## src/rtl/fetch_stage.sv

```systemverilog
// Instruction-fetch stage: owns the PC, runs the imem req/ready handshake and
// holds the IF/ID register feeding the branch-target adder (offset + pc+8).
module fetch_stage #(
  parameter logic [31:0] RESET_PC  = 32'h0000_0000,
  parameter logic [31:0] NOP_INSTR = 32'h0000_0000
) (
  input  logic        clk,
  input  logic        rst_n,
  output logic [31:0] imem_addr,
  output logic        imem_req,
  input  logic [31:0] imem_data,
  input  logic        imem_ready,
  input  logic        stall,
  input  logic        branch_taken,
  input  logic [31:0] branch_target,
  output logic [31:0] if_id_instr,
  output logic [31:0] if_id_pc,
  output logic [23:0] if_id_offset,
  output logic        if_id_valid
);

  typedef enum logic [1:0] {
    RESET_HOLD = 2'd0,
    FETCH      = 2'd1,
    DRAIN      = 2'd2
  } stateT;

  stateT       state;
  logic [31:0] pc;
  logic [31:0] savedTarget;
  logic        reqQ;
  logic [31:0] instrQ;
  logic [31:0] ifPcQ;
  logic        validQ;

  always_ff @(posedge clk or negedge rst_n) begin
    if (!rst_n) begin
      state       <= RESET_HOLD;
      pc          <= RESET_PC;
      savedTarget <= 32'h0;
      reqQ        <= 1'b0;
      instrQ      <= NOP_INSTR;
      ifPcQ       <= 32'h0;
      validQ      <= 1'b0;
    end else begin
      case (state)
        RESET_HOLD: begin
          state  <= FETCH;
          reqQ   <= 1'b1;
          instrQ <= NOP_INSTR;
          validQ <= 1'b0;
        end
        FETCH: begin
          if (branch_taken) begin
            // Branch beats stall; a pending request must finish before redirect.
            instrQ <= NOP_INSTR;
            validQ <= 1'b0;
            if (imem_ready) begin
              pc <= branch_target;
            end else begin
              savedTarget <= branch_target;
              state       <= DRAIN;
            end
          end else if (imem_ready) begin
            if (!stall) begin
              instrQ <= imem_data;
              ifPcQ  <= pc + 32'd8;
              validQ <= 1'b1;
              pc     <= pc + 32'd4;
            end
          end else if (!stall) begin
            instrQ <= NOP_INSTR;
            validQ <= 1'b0;
          end
        end
        DRAIN: begin
          // Address stays on the old pc until memory completes; the latest target wins.
          if (branch_taken) begin
            savedTarget <= branch_target;
          end
          if (imem_ready) begin
            pc    <= branch_taken ? branch_target : savedTarget;
            state <= FETCH;
          end
        end
        default: begin
          state <= RESET_HOLD;
          reqQ  <= 1'b0;
        end
      endcase
    end
  end

  assign imem_addr    = pc;
  assign imem_req     = reqQ;
  assign if_id_instr  = instrQ;
  assign if_id_pc     = ifPcQ;
  assign if_id_valid  = validQ;
  assign if_id_offset = instrQ[23:0];

endmodule

```

## config.mk

```make
export PLATFORM = sky130hd
export DESIGN_NAME = fetch_stage
export DESIGN_NICKNAME = d
export VERILOG_FILES = /design/src/rtl/fetch_stage.sv
export SDC_FILE = /design/constraint.sdc
export NUM_CORES = 1
export LEC_CHECK = 0
export BUFFER_PORTS_ARGS = -buffer_cell sky130_fd_sc_hd__buf_4
export CORE_ASPECT_RATIO = 1.1
export CORE_MARGIN = 1.5
export CORE_UTILIZATION = 58
export CTS_BUF_LIST = sky130_fd_sc_hd__clkbuf_8
export DETAILED_ROUTE_END_ITERATION = 8
export GPL_TIMING_DRIVEN = 0
export PLACE_DENSITY = 0.88
export SYNTH_ARGS = -nofsm -noshare
export SYNTH_HDL_FRONTEND = slang
export SYNTH_SLANG_ARGS = --single-unit
```

## constraint.sdc

```tcl
create_clock -name clk -period 4.3 [get_ports clk]
set_input_delay 0.43 -clock clk [delete_from_list [all_inputs] [get_ports clk]]
set_output_delay 0.43 -clock clk [all_outputs]
set_load 0.01 [all_outputs]
```

# Word level (Yosys, flattened, before mapping)
# Cells that the tools add are included.
[totals] regBits=132 latch_bits=0 ram_bits=0 romBits=0 in_bits=69 out_inout_bits=122 memories=0
[classes] add_sub_neg=2 multipliers=0 div_mod_pow=0 order_cmp=0 eq_ne=7 n_shift=0 n_mux=25 bitwise=2 reduce_logical=9
[op_table] op="$mux W32" count=12
[op_table] op="$pmux W32 S2" count=3
[op_table] op="$add A32 B3 Y32 const B" count=1
[op_table] op="$add A32 B4 Y32 const B" count=1
[op_table] op="$ne A2 B2 Y1 const B" count=4
[op_table] op="$reduce_and A4 Y1" count=2
[op_table] op="$mux W2" count=3
[op_table] op="$pmux W2 S3" count=1
[op_table] op="$reduce_and A3 Y1" count=2
[op_table] op="$mux W1" count=4
[op_table] op="$pmux W1 S2" count=2
[op_table] op="$reduce_bool A2 Y1" count=2
[op_table] op="$ne A3 B3 Y1 const B" count=1
[op_table] op="$eq A2 B1 Y1 const B" count=1
[op_table] op="$eq A2 B2 Y1 const B" count=1
[op_table] op="$logic_not A2 Y1" count=1
[op_table] op="$not A1 Y1" count=2
[op_table] op="$reduce_and A2 Y1" count=1
[op_table] op="$reduce_or A2 Y1" count=1

# Longest topological paths before layout
# Gate-level depths: netlist (run 1).
[logic_depth] depth_word=5 depth_mapped=10 depth_no_buf=7

# Worst setup path after synthesis (run 1)
# No wires, ideal clock.
[synth_timing] path_kind="reg2reg" start="register state[0]" end="register pc[18], in the netlist imem_addr[18]" setup_time_ps=121 arrival_time_ps=1858 required_ps=4179 path_slack_ps=2321 path_stages_with_launch=10 n_path_buf=3 cell_sequence="dfrtp_1 inv_1 ha_1 clkbuf_1 inv_1 nand2_1 clkbuf_1 buf_1 o21ai_0 a22o_1"
[synth_between] elab_chain_cells=3 elab_cells_between_ends=8
[synth_lines] element="from (decl)" line="28" text="stateT state;"
[synth_lines] element="from (signal assigned)" line="38" text="state <= RESET_HOLD;"
[synth_lines] element="from (signal assigned)" line="48" text="state <= FETCH;"
[synth_lines] element="from (signal assigned)" line="62" text="state <= DRAIN;"
[synth_lines] element="$eq A2 B1 Y1 or $eq A2 B2 Y1 (tied branches)" line="46" text="case (state)"
[synth_lines] element="$ne A3 B3 Y1 (no source line), or another cell as far along"
[synth_lines] element="$reduce_and A4 Y1 (no source line)"
[synth_lines] element="to (signal assigned)" line="59" text="pc <= branch_target;"
[synth_lines] element="to (signal assigned)" line="69" text="pc <= pc + 32'd4;"
[synth_lines] element="to (signal assigned)" line="82" text="pc <= branch_taken ? branch_target : savedTarget;"
[synth_lines] element="to (decl)" line="29" text="logic [31:0] pc;"
# Several ways; a longest one is shown, not always the timed one.
# A chain may end at the register's enable or synchronous reset.

# Worst setup path in the final report (run 1)
[layout_timing] start="register state[0]" end="register pc[5], in the netlist imem_addr[5]"
# The elaborated chain is that of the path after synthesis.

==> results of run 1 <==
[cell families (layout without fill, tap and decap cells)]
kind of cell | count (synthesis) | count (layout) | share of synthesized area, %
simple gates | 190 | 190 | 14.66
compound gates | 188 | 188 | 18.22
flops | 132 | 132 | 49.69
buf+inv | 86 | 310 | 6.475
mux | 37 | 37 | 6.192
xor+xnor | 29 | 29 | 3.821
fa+ha+maj | 5 | 5 | 0.9411
[flip-flops by register name (all words and copies together), names as in the netlist]
name and flops:
if_id_instr 32, if_id_pc 32, imem_addr 32, savedTarget 32, state 2, if_id_valid 1
imem_req 1
[per-stage QoR]
stage                     power [mW]  util (%)
after global routing           6.284     79.26
after floorplan                3.535         -
final                          5.999     79.26
after detailed placement       4.709     74.94
after global placement         4.574     74.66
after CTS                      5.951     79.26
[cells in the mapped netlist, drive strengths merged, types with 4 or more instances]
cell type / n / area share [%]
nor2: 28 / 1.6
mux2: 33 / 5.6
xor2: 16 / 2.1
a22o: 38 / 5.0
ha: 5 / 0.94
buf: 41 / 3.9
inv: 7 / 0.40
nand3: 14 / 1.1
xnor2: 13 / 1.7
nand2: 81 / 4.6
mux2i: 4 / 0.60
a21oi: 39 / 2.9
o21ai: 69 / 5.2
nand4: 20 / 2.4
a22oi: 7 / 0.79
nor4: 12 / 1.3
nor3: 13 / 1.2
a31oi: 5 / 0.47
clkbuf: 38 / 2.1
dfrtp: 132 / 50
o221ai: 4 / 0.53
[area by class of cell]
type                    count  area (um^2)  area share, %
plain buffers              79        404.1          4.610
inverters                   7        26.28         0.2997
multi-input cells         449         2914          33.24
clock buffers              19        261.5          2.983
flip-flops and latches    132         3303          37.68
clock inverters            13        206.4          2.355
well taps                 147        183.9          2.098
repair buffers            192         1468          16.74
[worst max-delay path, delay by kind of cell (launching register included)]
kind	cells	cell delay, ns
buffers and inverters	5	1.50
adders and majority gates	1	0.14
and+or+nand+nor	1	0.18
DFF	1	0.40
AOI/OAI and AO/OA	3	0.37
[power groups by stage]
| stage | Sequential, mW | Clock [mW] | Combinational, mW |
|---|---|---|---|
| 2_1_floorplan | 2.20 | 0 | 1.33 |
| 3_3_place_gp | 2.10 | 0 | 2.47 |
| 3_5_place_dp | 2.14 | 0 | 2.57 |
| 4_1_cts | 2.12 | 1.23 | 2.60 |
| 5_1_grt | 2.18 | 1.28 | 2.82 |
| 6_report | 2.14 | 1.23 | 2.63 |
[worst max path at each step]
stage	end	depth (start not counted)
6_report	imem_addr[5]	10
3_3_place_gp	imem_addr[18]	9
4_1_cts	imem_addr[5]	10
5_1_grt	imem_addr[5]	10
3_5_place_dp	imem_addr[5]	10
2_1_floorplan	imem_addr[18]	9
[what timing repair did]
action | 4_1_cts | 5_1_grt
hold endpoints to repair | 42 | 0
hold buffers | 1 | 0
setup endpoints to repair | 0 | 0
[routing by layer]
layer	GRT usage, %	up-vias	wire length [um]
li1	-	2825	-
met1	48.09	3093	8691
met2	58.13	435	10190
met3	6.236	73	1795
met4	17.63	2	814
met5	0	-	26
==> reports/summary.md, run 1 <==
Critical path
* state[0] — worst setup path start
* buf_1 — crit path max-delay cell type
* 3.03 ns — WP data arrival
* flop — startpoint types
* inv_1, ha_1, clkbuf_1, inv_1, nand2_1, clkbuf_1, buf_1, a21oi_1, o21ai_0, o21ai_0 — cell breakdown of the critical path
* reg -> reg — WS Path Type
* 10 — worst-path maximum fanout
* 1.56 ns — r2r setup slk
* state[0] — worst r2r src
* 10 — cell count of the worst reg-to-reg path
* flop — crit end category
* 0.49 ns — slowest stage delay, CP
* 4.59 ns — Critical Path RT
* imem_addr[5] — worst reg2reg path endpoint

Placed design
* 190 — count of buffers from port buffering
* 1.615 ns — Worst Setup Slack post-DPL
* 0.9646 — final weighted congestion in routability-driven placement
* 1005 — placed cell count
* 0.008289 mm^2 — cell area after placement
* 15520 um — Post-DP HPWL

Die
* 40 — std cell rows
* 191 — Boundary Pins
* 0.01106 mm^2 — standard cell core area
* 0.01211 mm^2 — DIE AREA
* 105.1 um — chip width
* 115.3 um — height of the die
* 60.10% — Starting Density

Job
* 0 — max-cap violations

Pwr
* 4.043 nW — leakage
* 20.5% — clock share of power
* 43.8% — combinational fraction of design power
* 2.381 mW — Psw
* 3.618 mW — internal power
* 394.6 uV — maximum vdd ir drop
* 35.6% — sequential share of power
* 39.69% — switch share
* 684.3 mW/mm^2 — Power Density

STA
* 1.560 ns — min setup slack post-route
* 0.009253 ns — worst clock skew on the final layout
* 0 ns — Total Negative Setup Slacks
* 0 — final-report hold violation count
* 0 — max-slew violation count
* 0.1960 ns — WHS
* no — setup repair after global routing missed its margin
* 23.14% — slew margin rel.
* 2.740 ns — Final min period
* 1.144 ns — actual transition at the worst max-transition pin
* 0 — setup violators final
* 364.9 MHz — Fmax achieved
* 63.73% — portion of the clock cycle consumed by the worst path in the final layout

Synth
* 0 — number of synthesized flops with an enable pin
* dfrtp_1 — most instantiated flip-flop cell in the synthesis netlist
* 0.006648 mm^2 — post-synthesis instance area
* 58 — number of unique standard cell types used by synthesis
* 741 — Post-Syn Nets
* 132 — number of flip-flops and latches in the synthesized netlist
* 100.0% — async set-reset flop share out of synthesis
* 667 — cells after synthesis
* 9.966 um^2 — Mean Syn Cell Area
* 49.69% — Seq/Total Area, Yosys
* 0 — Yosys warnings

Drt
* 21510 um — DRT Wirelength
* 20.73 um — average wire per cell in the routed design
* 0 — Remaining DRCs
* 5 — detailed-router iteration count before antenna repair
* 0 — Post-DRT Antenna Nets
* 6.193 — number of vias per cell after detailed routing
* 6428 — routed via count
* 792 — number of design-rule violations left by the first detailed-router iteration

Cells and area
* 31.88% — synthesis-to-finish area growth
* 1038 — post-layout instance count excluding filler cells
* buf_4 — most common library cell in the layout ignoring fill and taps
* 0 — ant diodes
* 748 — fill cell total of the finished layout
* 0.008767 mm^2 — summed area of non-filler cells in the final layout
* 213 x buf_4, 132 x dfrtp_1, 81 x nand2_1 — top library cells by usage in the layout, fill and taps aside
* 952 — # nets final
* 34.12% — fraction of final layout cells with drive strength greater than 1

CTS
* 2 — Bufs on Longest Clock Path
* 0 — # resized after CTS
* 0 — # Post-CTS Setup Buffers
* 4 — Clock H-tree levels
* 132 — clock tree sinks
* 0.09 ns — clock-pin slew reported for the worst setup and hold paths after clock tree synthesis
* clkbuf_8 — clock tree root buffer cell
* 17 — number of buffers created by CTS
* built — CTS tree
* 0.45 ns — Skew-Pair Late Insertion Delay

Global route
* 0 — number of antenna violations at the first check in global routing
* 36.17% — global routing usage summed across all routing layers
* 33540 um — first-pass GRT wire length
* 91 — largest net degree at the start of global routing
* 6242 — via count of the first global-routing pass
* 0 — global route total overflow

Min path
* if_id_instr[15] — Worst Hold End
* 2 — number of stages on the worst hold path
* imem_data[15] — launch point of the worst hold path
* in -> reg — path type of the worst min-delay path

Run status
* completed — run status

(Power assumes the default switching activity.)
==> run 2: changes to the inputs <==
--- a/config.mk
+++ b/config.mk
@@ -8,11 +8,11 @@
 export BUFFER_PORTS_ARGS = -buffer_cell sky130_fd_sc_hd__buf_4
 export CORE_ASPECT_RATIO = 1.1
 export CORE_MARGIN = 1.5
-export CORE_UTILIZATION = 58
+export CORE_UTILIZATION = 49
 export CTS_BUF_LIST = sky130_fd_sc_hd__clkbuf_8
 export DETAILED_ROUTE_END_ITERATION = 8
 export GPL_TIMING_DRIVEN = 0
-export PLACE_DENSITY = 0.88
+export PLACE_DENSITY = 0.79
 export SYNTH_ARGS = -nofsm -noshare
 export SYNTH_HDL_FRONTEND = slang
 export SYNTH_SLANG_ARGS = --single-unit
==> constraint.sdc (replaced) <==
create_clock -name clk -period 2.35 [get_ports clk]
set_input_delay 0.235 -clock clk [delete_from_list [all_inputs] [get_ports clk]]
set_output_delay 0.235 -clock clk [all_outputs]
set_load 0.01 [all_outputs]
==> reports/summary.md, run 2 (synthesis gave the netlist of run 1 again) <==
Cells and area
* 1064 — fill cell total of the finished layout, was 748
* 218 x buf_4, 132 x dfrtp_1, 81 x nand2_1 — top library cells by usage in the layout, fill and taps aside, was 213 x buf_4, 132 x dfrtp_1, 81 x nand2_1
* 977 — # nets final, was 952
* 68.32% — fraction of the core area covered by cells at the end of the flow, was 79.26%
* 0 — ant diodes, unchanged
* buf_4 — most common library cell in the layout ignoring fill and taps, unchanged
* 35.80% — synthesis-to-finish area growth, was 31.88%
* 35.96% — fraction of final layout cells with drive strength greater than 1, was 34.12%

Run status
* completed — run status, unchanged

CTS
* 132 — clock tree sinks, unchanged
* 0.08 ns — clock-pin slew reported for the worst setup and hold paths after clock tree synthesis, was 0.09 ns
* clkbuf_8 — clock tree root buffer cell, unchanged
* 0.45 ns — Skew-Pair Late Insertion Delay, about the same
* built — CTS tree, unchanged
* 4 — Clock H-tree levels, unchanged
* 2 — Bufs on Longest Clock Path, unchanged
* 17 — number of buffers created by CTS, unchanged

Die
* 0.01321 mm^2 — standard cell core area, was 0.01106 mm^2
* 0.01428 mm^2 — DIE AREA, was 0.01211 mm^2
* 114.1 um — chip width, was 105.1 um
* 44 — std cell rows, was 40
* 50.31% — Starting Density, was 60.10%
* 125.2 um — height of the die, was 115.3 um
* 191 — Boundary Pins, unchanged

Pwr
* 617.8 uV — maximum vdd ir drop, was 394.6 uV
* 10.44 mW — total power of the final layout, was 5.999 mW
* 4.171 nW — leakage, was 4.043 nW
* 1156 mW/mm^2 — Power Density, was 684.3 mW/mm^2

Global route
* 28.16% — global routing usage summed across all routing layers, was 36.17%
* 31170 um — first-pass GRT wire length, was 33540 um
* 0 — global route total overflow, unchanged
* 5918 — via count of the first global-routing pass, was 6242
* 0 — number of antenna violations at the first check in global routing, unchanged
* 76 — largest net degree at the start of global routing, was 91

STA
* 0 — max-slew violation count, unchanged
* 0 — final-report hold violation count, unchanged
* yes — setup repair after global routing missed its margin, was no
* 0 — setup violators final, unchanged
* 46.90% — slew margin rel., was 23.14%
* 0.1271 ns — min setup slack post-route, was 1.560 ns
* 0.01022 ns — WHS, was 0.1960 ns
* 2.223 ns — Final min period, was 2.740 ns
* 94.59% — portion of the clock cycle consumed by the worst path in the final layout, was 63.73%
* 449.9 MHz — Fmax achieved, was 364.9 MHz
* 0.7892 ns — actual transition at the worst max-transition pin, was 1.144 ns
* 0.01119 ns — worst clock skew on the final layout, was 0.009253 ns

Critical path
* 5 — cell count of the worst reg-to-reg path, was 10
* flop — startpoint types, unchanged
* 9 — worst-path maximum fanout, was 10
* flop — crit end category, unchanged
* reg -> reg — WS Path Type, unchanged
* 2.69 ns — Critical Path RT, was 4.59 ns
* 2.56 ns — WP data arrival, was 3.03 ns

Min path
* 2 — number of stages on the worst hold path, unchanged
* in -> reg — path type of the worst min-delay path, unchanged

Drt
* 20130 um — DRT Wirelength, was 21510 um
* 0 — Post-DRT Antenna Nets, unchanged
* 5 — detailed-router iteration count before antenna repair, unchanged
* 6281 — routed via count, was 6428
* 0 — Remaining DRCs, unchanged
* 615 — number of design-rule violations left by the first detailed-router iteration, was 792
* 5.837 — number of vias per cell after detailed routing, was 6.193
* 18.70 um — average wire per cell in the routed design, was 20.73 um

Placed design
* 0.9427 — final weighted congestion in routability-driven placement, was 0.9646
* -0.2592 ns — Worst Setup Slack post-DPL, was 1.615 ns
* 190 — count of buffers from port buffering, unchanged
* 14330 um — Post-DP HPWL, was 15520 um

Job
* 0 — max-cap violations, unchanged

run 2: cell types whose count changed in the layout (fill, tap and decap cells not counted), sizes merged:
cell	change
dlygate4sd3	+23
buf	+5
bufinv	-4
clkbuf	-3
clkinvlp	+3
clkinv	-1
inv	+1
run 2: per-stage QoR:
stage	std cells	setup TNS, ns	area, um^2
floorplan	667	0	6648
global placement	1018	-5.595	8275
detailed placement	1019	-6.740	8307
CTS	1069	0	8906
global route	1076	-0.003760	9027
finish	1076	0	9027
run 2: cell type report:
type / instances / area [um^2] / area share [%]
multi-input combinational: 449 / 2988 / 33.10
inverter: 7 / 26.28 / 0.2911
clock inverter: 12 / 106.4 / 1.178
buffer: 76 / 405.4 / 4.491
clock buffer: 19 / 261.5 / 2.897
sequential: 132 / 3303 / 36.59
timing repair buffer: 220 / 1735 / 19.22
tap: 161 / 201.4 / 2.231
run 2: repair_timing:
action,in CTS,in global routing
hold buffers,20,4
gates resized for setup,11,16
pin swaps,0,3
hold endpoints to repair,76,4
endpoints found under the setup margin,57,101
setup buffers,0,5
cloned,0,0
run 2: path summary, 6_finish.rpt:
path | slack [ns] | to | start
min in group asynchronous | 0.33 | if_id_instr[3] | rst_n
max | 0.13 | imem_addr[31] | imem_addr[18]
min reg2reg | 0.48 | if_id_pc[18] | if_id_pc[18]
max in group asynchronous | 1.27 | if_id_pc[25] | rst_n
min | 0.01 | if_id_instr[21] | imem_data[21]
max reg2reg | 0.13 | imem_addr[31] | imem_addr[18]
run 2: power by group:
| group | internal, mW | switching, mW | total, mW |
|---|---|---|---|
| registers | 3.18 | 0.696 | 3.88 |
| clock network | 0.884 | 0.903 | 1.79 |
| logic | 2.16 | 2.61 | 4.77 |
run 2: routing by layer:
layer | part of all wire [%] | global-route usage, % | vias to the layer above
met3 | 7.8 | 5.623 | 46
met5 | 0 | 0 | -
met4 | 3.0 | 12.43 | 0
met2 | 48 | 43.37 | 333
met1 | 42 | 38.71 | 3034
li1 | - | - | 2868
run 2: critical path: stages, from the launching register on:
cell	delay, ns
dfrtp_1	0.34
clkbuf_1	0.36
nand4_1	0.36
nor4_1	0.48
nand3_1	0.20
a311o_1	0.38
==> run 3: changes to the inputs <==
--- a/config.mk
+++ b/config.mk
@@ -6,7 +6,7 @@
 export NUM_CORES = 1
 export LEC_CHECK = 0
 export BUFFER_PORTS_ARGS = -buffer_cell sky130_fd_sc_hd__buf_4
-export CORE_ASPECT_RATIO = 1.1
+export CORE_ASPECT_RATIO = 1.75
 export CORE_MARGIN = 1.5
 export CORE_UTILIZATION = 49
 export CTS_BUF_LIST = sky130_fd_sc_hd__clkbuf_8
==> reports/summary.md, run 3 (synthesis gave the netlist of run 1 again) <==
Pwr
* 11.02 mW — total power of the final layout, was 10.44 mW
* 4.280 mW — Psw, was 4.211 mW
* 4.261 nW — leakage, was 4.171 nW
* 38.85% — switch share, was 40.35%
* 6.737 mW — internal power, was 6.225 mW
* 1192 mW/mm^2 — Power Density, was 1156 mW/mm^2
* 749.2 uV — maximum vdd ir drop, was 617.8 uV
* 35.2% — sequential share of power, was 37.2%
* 43.5% — combinational fraction of design power, was 45.7%
* 21.3% — clock share of power, was 17.1%

Global route
* 0 — global route total overflow, unchanged
* 28.92% — global routing usage summed across all routing layers, was 28.16%
* 31910 um — first-pass GRT wire length, was 31170 um
* 92 — largest net degree at the start of global routing, was 76
* 0 — number of antenna violations at the first check in global routing, unchanged
* 6094 — via count of the first global-routing pass, was 5918

Critical path
* 2.64 ns — WP data arrival, was 2.56 ns
* flop — startpoint types, unchanged
* imem_addr[18] — worst setup path start, unchanged
* 9 — worst-path maximum fanout, unchanged
* flop — crit end category, unchanged
* 2.73 ns — Critical Path RT, was 2.69 ns
* reg -> reg — WS Path Type, unchanged
* imem_addr[18] — worst r2r src, unchanged

Die
* 0.01331 mm^2 — standard cell core area, was 0.01321 mm^2
* 91.05 um — chip width, was 114.1 um
* 49.93% — Starting Density, was 50.31%
* 157.1 um — height of the die, was 125.2 um
* 191 — Boundary Pins, unchanged
* 56 — std cell rows, was 44
* 0.01430 mm^2 — DIE AREA, was 0.01428 mm^2

Placed design
* -0.2824 ns — Worst Setup Slack post-DPL, was -0.2592 ns
* 0.008323 mm^2 — cell area after placement, was 0.008307 mm^2
* 14960 um — Post-DP HPWL, was 14330 um
* 0.9265 — final weighted congestion in routability-driven placement, was 0.9427
* 190 — count of buffers from port buffering, unchanged

CTS
* clkbuf_8 — clock tree root buffer cell, unchanged
* 2 — Bufs on Longest Clock Path, unchanged
* built — CTS tree, unchanged
* 0.08 ns — clock-pin slew reported for the worst setup and hold paths after clock tree synthesis, about the same
* 4 — Clock H-tree levels, unchanged
* 132 — clock tree sinks, unchanged
* 17 — number of buffers created by CTS, unchanged
* 0.46 ns — Skew-Pair Late Insertion Delay, was 0.45 ns

Cells and area
* 39.00% — synthesis-to-finish area growth, was 35.80%
* 35.68% — fraction of final layout cells with drive strength greater than 1, was 35.96%
* buf_4 — most common library cell in the layout ignoring fill and taps, unchanged
* 983 — # nets final, was 977
* 0 — ant diodes, unchanged
* 0.009240 mm^2 — summed area of non-filler cells in the final layout, was 0.009027 mm^2
* 1046 — fill cell total of the finished layout, was 1064
* 216 x buf_4, 132 x dfrtp_1, 81 x nand2_1 — top library cells by usage in the layout, fill and taps aside, was 218 x buf_4, 132 x dfrtp_1, 81 x nand2_1

STA
* 0.8451 ns — actual transition at the worst max-transition pin, was 0.7892 ns
* 0 — final-report hold violation count, unchanged
* 0.01184 ns — worst clock skew on the final layout, was 0.01119 ns
* 0 — setup violators final, unchanged
* 442.6 MHz — Fmax achieved, was 449.9 MHz
* 43.14% — slew margin rel., was 46.90%
* 2.259 ns — Final min period, was 2.223 ns
* 0 — max-slew violation count, unchanged
* yes — setup repair after global routing missed its margin, unchanged
* 0.09071 ns — min setup slack post-route, was 0.1271 ns
* 96.14% — portion of the clock cycle consumed by the worst path in the final layout, was 94.59%

Drt
* 18.75 um — average wire per cell in the routed design, was 18.70 um
* 6222 — routed via count, was 6281
* 0 — Post-DRT Antenna Nets, unchanged
* 0 — Remaining DRCs, unchanged
* 5.677 — number of vias per cell after detailed routing, was 5.837
* 5 — detailed-router iteration count before antenna repair, unchanged
* 20550 um — DRT Wirelength, was 20130 um
* 473 — number of design-rule violations left by the first detailed-router iteration, was 615

Job
* 0 — max-cap violations, unchanged

Min path
* in -> reg — path type of the worst min-delay path, unchanged
* imem_data[8] — launch point of the worst hold path, was imem_data[21]

Run status
* completed — run status, unchanged

[run 3: changes by cell type in the layout (fill, tap and decap cells not counted), moves of 2 or more]
cell           delta
nor3_2            -3
buf_4             -2
bufinv_16         +5
dlygate4sd3_1     +6
nor3_4            +2
clkinv_2          -3
inv_6             +2
clkbuf_8          -2
[run 3: timing repair]
| item | CTS | global route |
|---|---|---|
| setup buffers | 4 | 0 |
| endpoints found under the hold margin | 65 | 5 |
| gates resized for setup | 12 | 17 |
| hold buffers | 25 | 5 |
| pin swaps | 2 | 1 |
| endpoints found under the setup margin | 58 | 118 |
[run 3: critical path, stage by stage (launching register included)]
cell      delay (ns)
dfrtp_1         0.36
clkbuf_1        0.37
nand4_1         0.39
nor4_4          0.46
nor3b_1         0.28
a221oi_1        0.10
o21ai_0         0.22
[run 3: power groups by stage]
stage	clock (mW)	sequential [mW]	combinational, mW
after global routing	2.48	3.97	5.20
after CTS	2.36	3.85	4.74
after global placement	0	3.85	4.56
final	2.35	3.88	4.80
after detailed placement	0	3.89	4.64
after floorplan	0	4.03	2.44
[run 3: cell type report]
type	count	area, um^2	area share [%]
multi-input cells	449	2998	32.44
inverters	7	26.28	0.2844
repair buffers	225	1800	19.49
flip-flops and latches	132	3303	35.75
clock inverters	15	251.5	2.722
plain buffers	77	409.1	4.428
well taps	174	217.7	2.356
clock buffers	17	234.0	2.532
[run 3: final timing paths]
kind,to,slack (ns),cells past startpoint
max in group asynchronous,if_id_pc[28],1.33,3
worst min-delay path,if_id_instr[8],0.003,2
worst max register to register,imem_addr[19],0.09,6
min in group asynchronous,savedTarget[0],0.24,2
worst min register to register,if_id_pc[1],0.48,2
worst max-delay path,imem_addr[19],0.09,6
[run 3: per-stage QoR]
| step | hold WS, ns | utilization (%) | cells | TNS (ns) |
|---|---|---|---|---|
| final | 0.003117 | 69.41 | 1096 | 0 |
| after global routing | -0.0004396 | 69.41 | 1096 | -0.01011 |
| after CTS | 0.001073 | 68.70 | 1093 | 0 |
| after detailed placement | 0.1697 | 62.52 | 1032 | -7.803 |
| after global placement | 0.4521 | 62.28 | 1031 | -5.971 |
| after floorplan | -0.06059 | - | 667 | 0 |
[run 3: per-layer routing]
layer	share of wire, %	vias to the layer above	global-route usage (%)
met4	3.7	0	14.96
met2	53	317	52.10
met1	37	2959	32.19
met5	0	-	0
li1	-	2890	-
met3	5.9	56	5.314
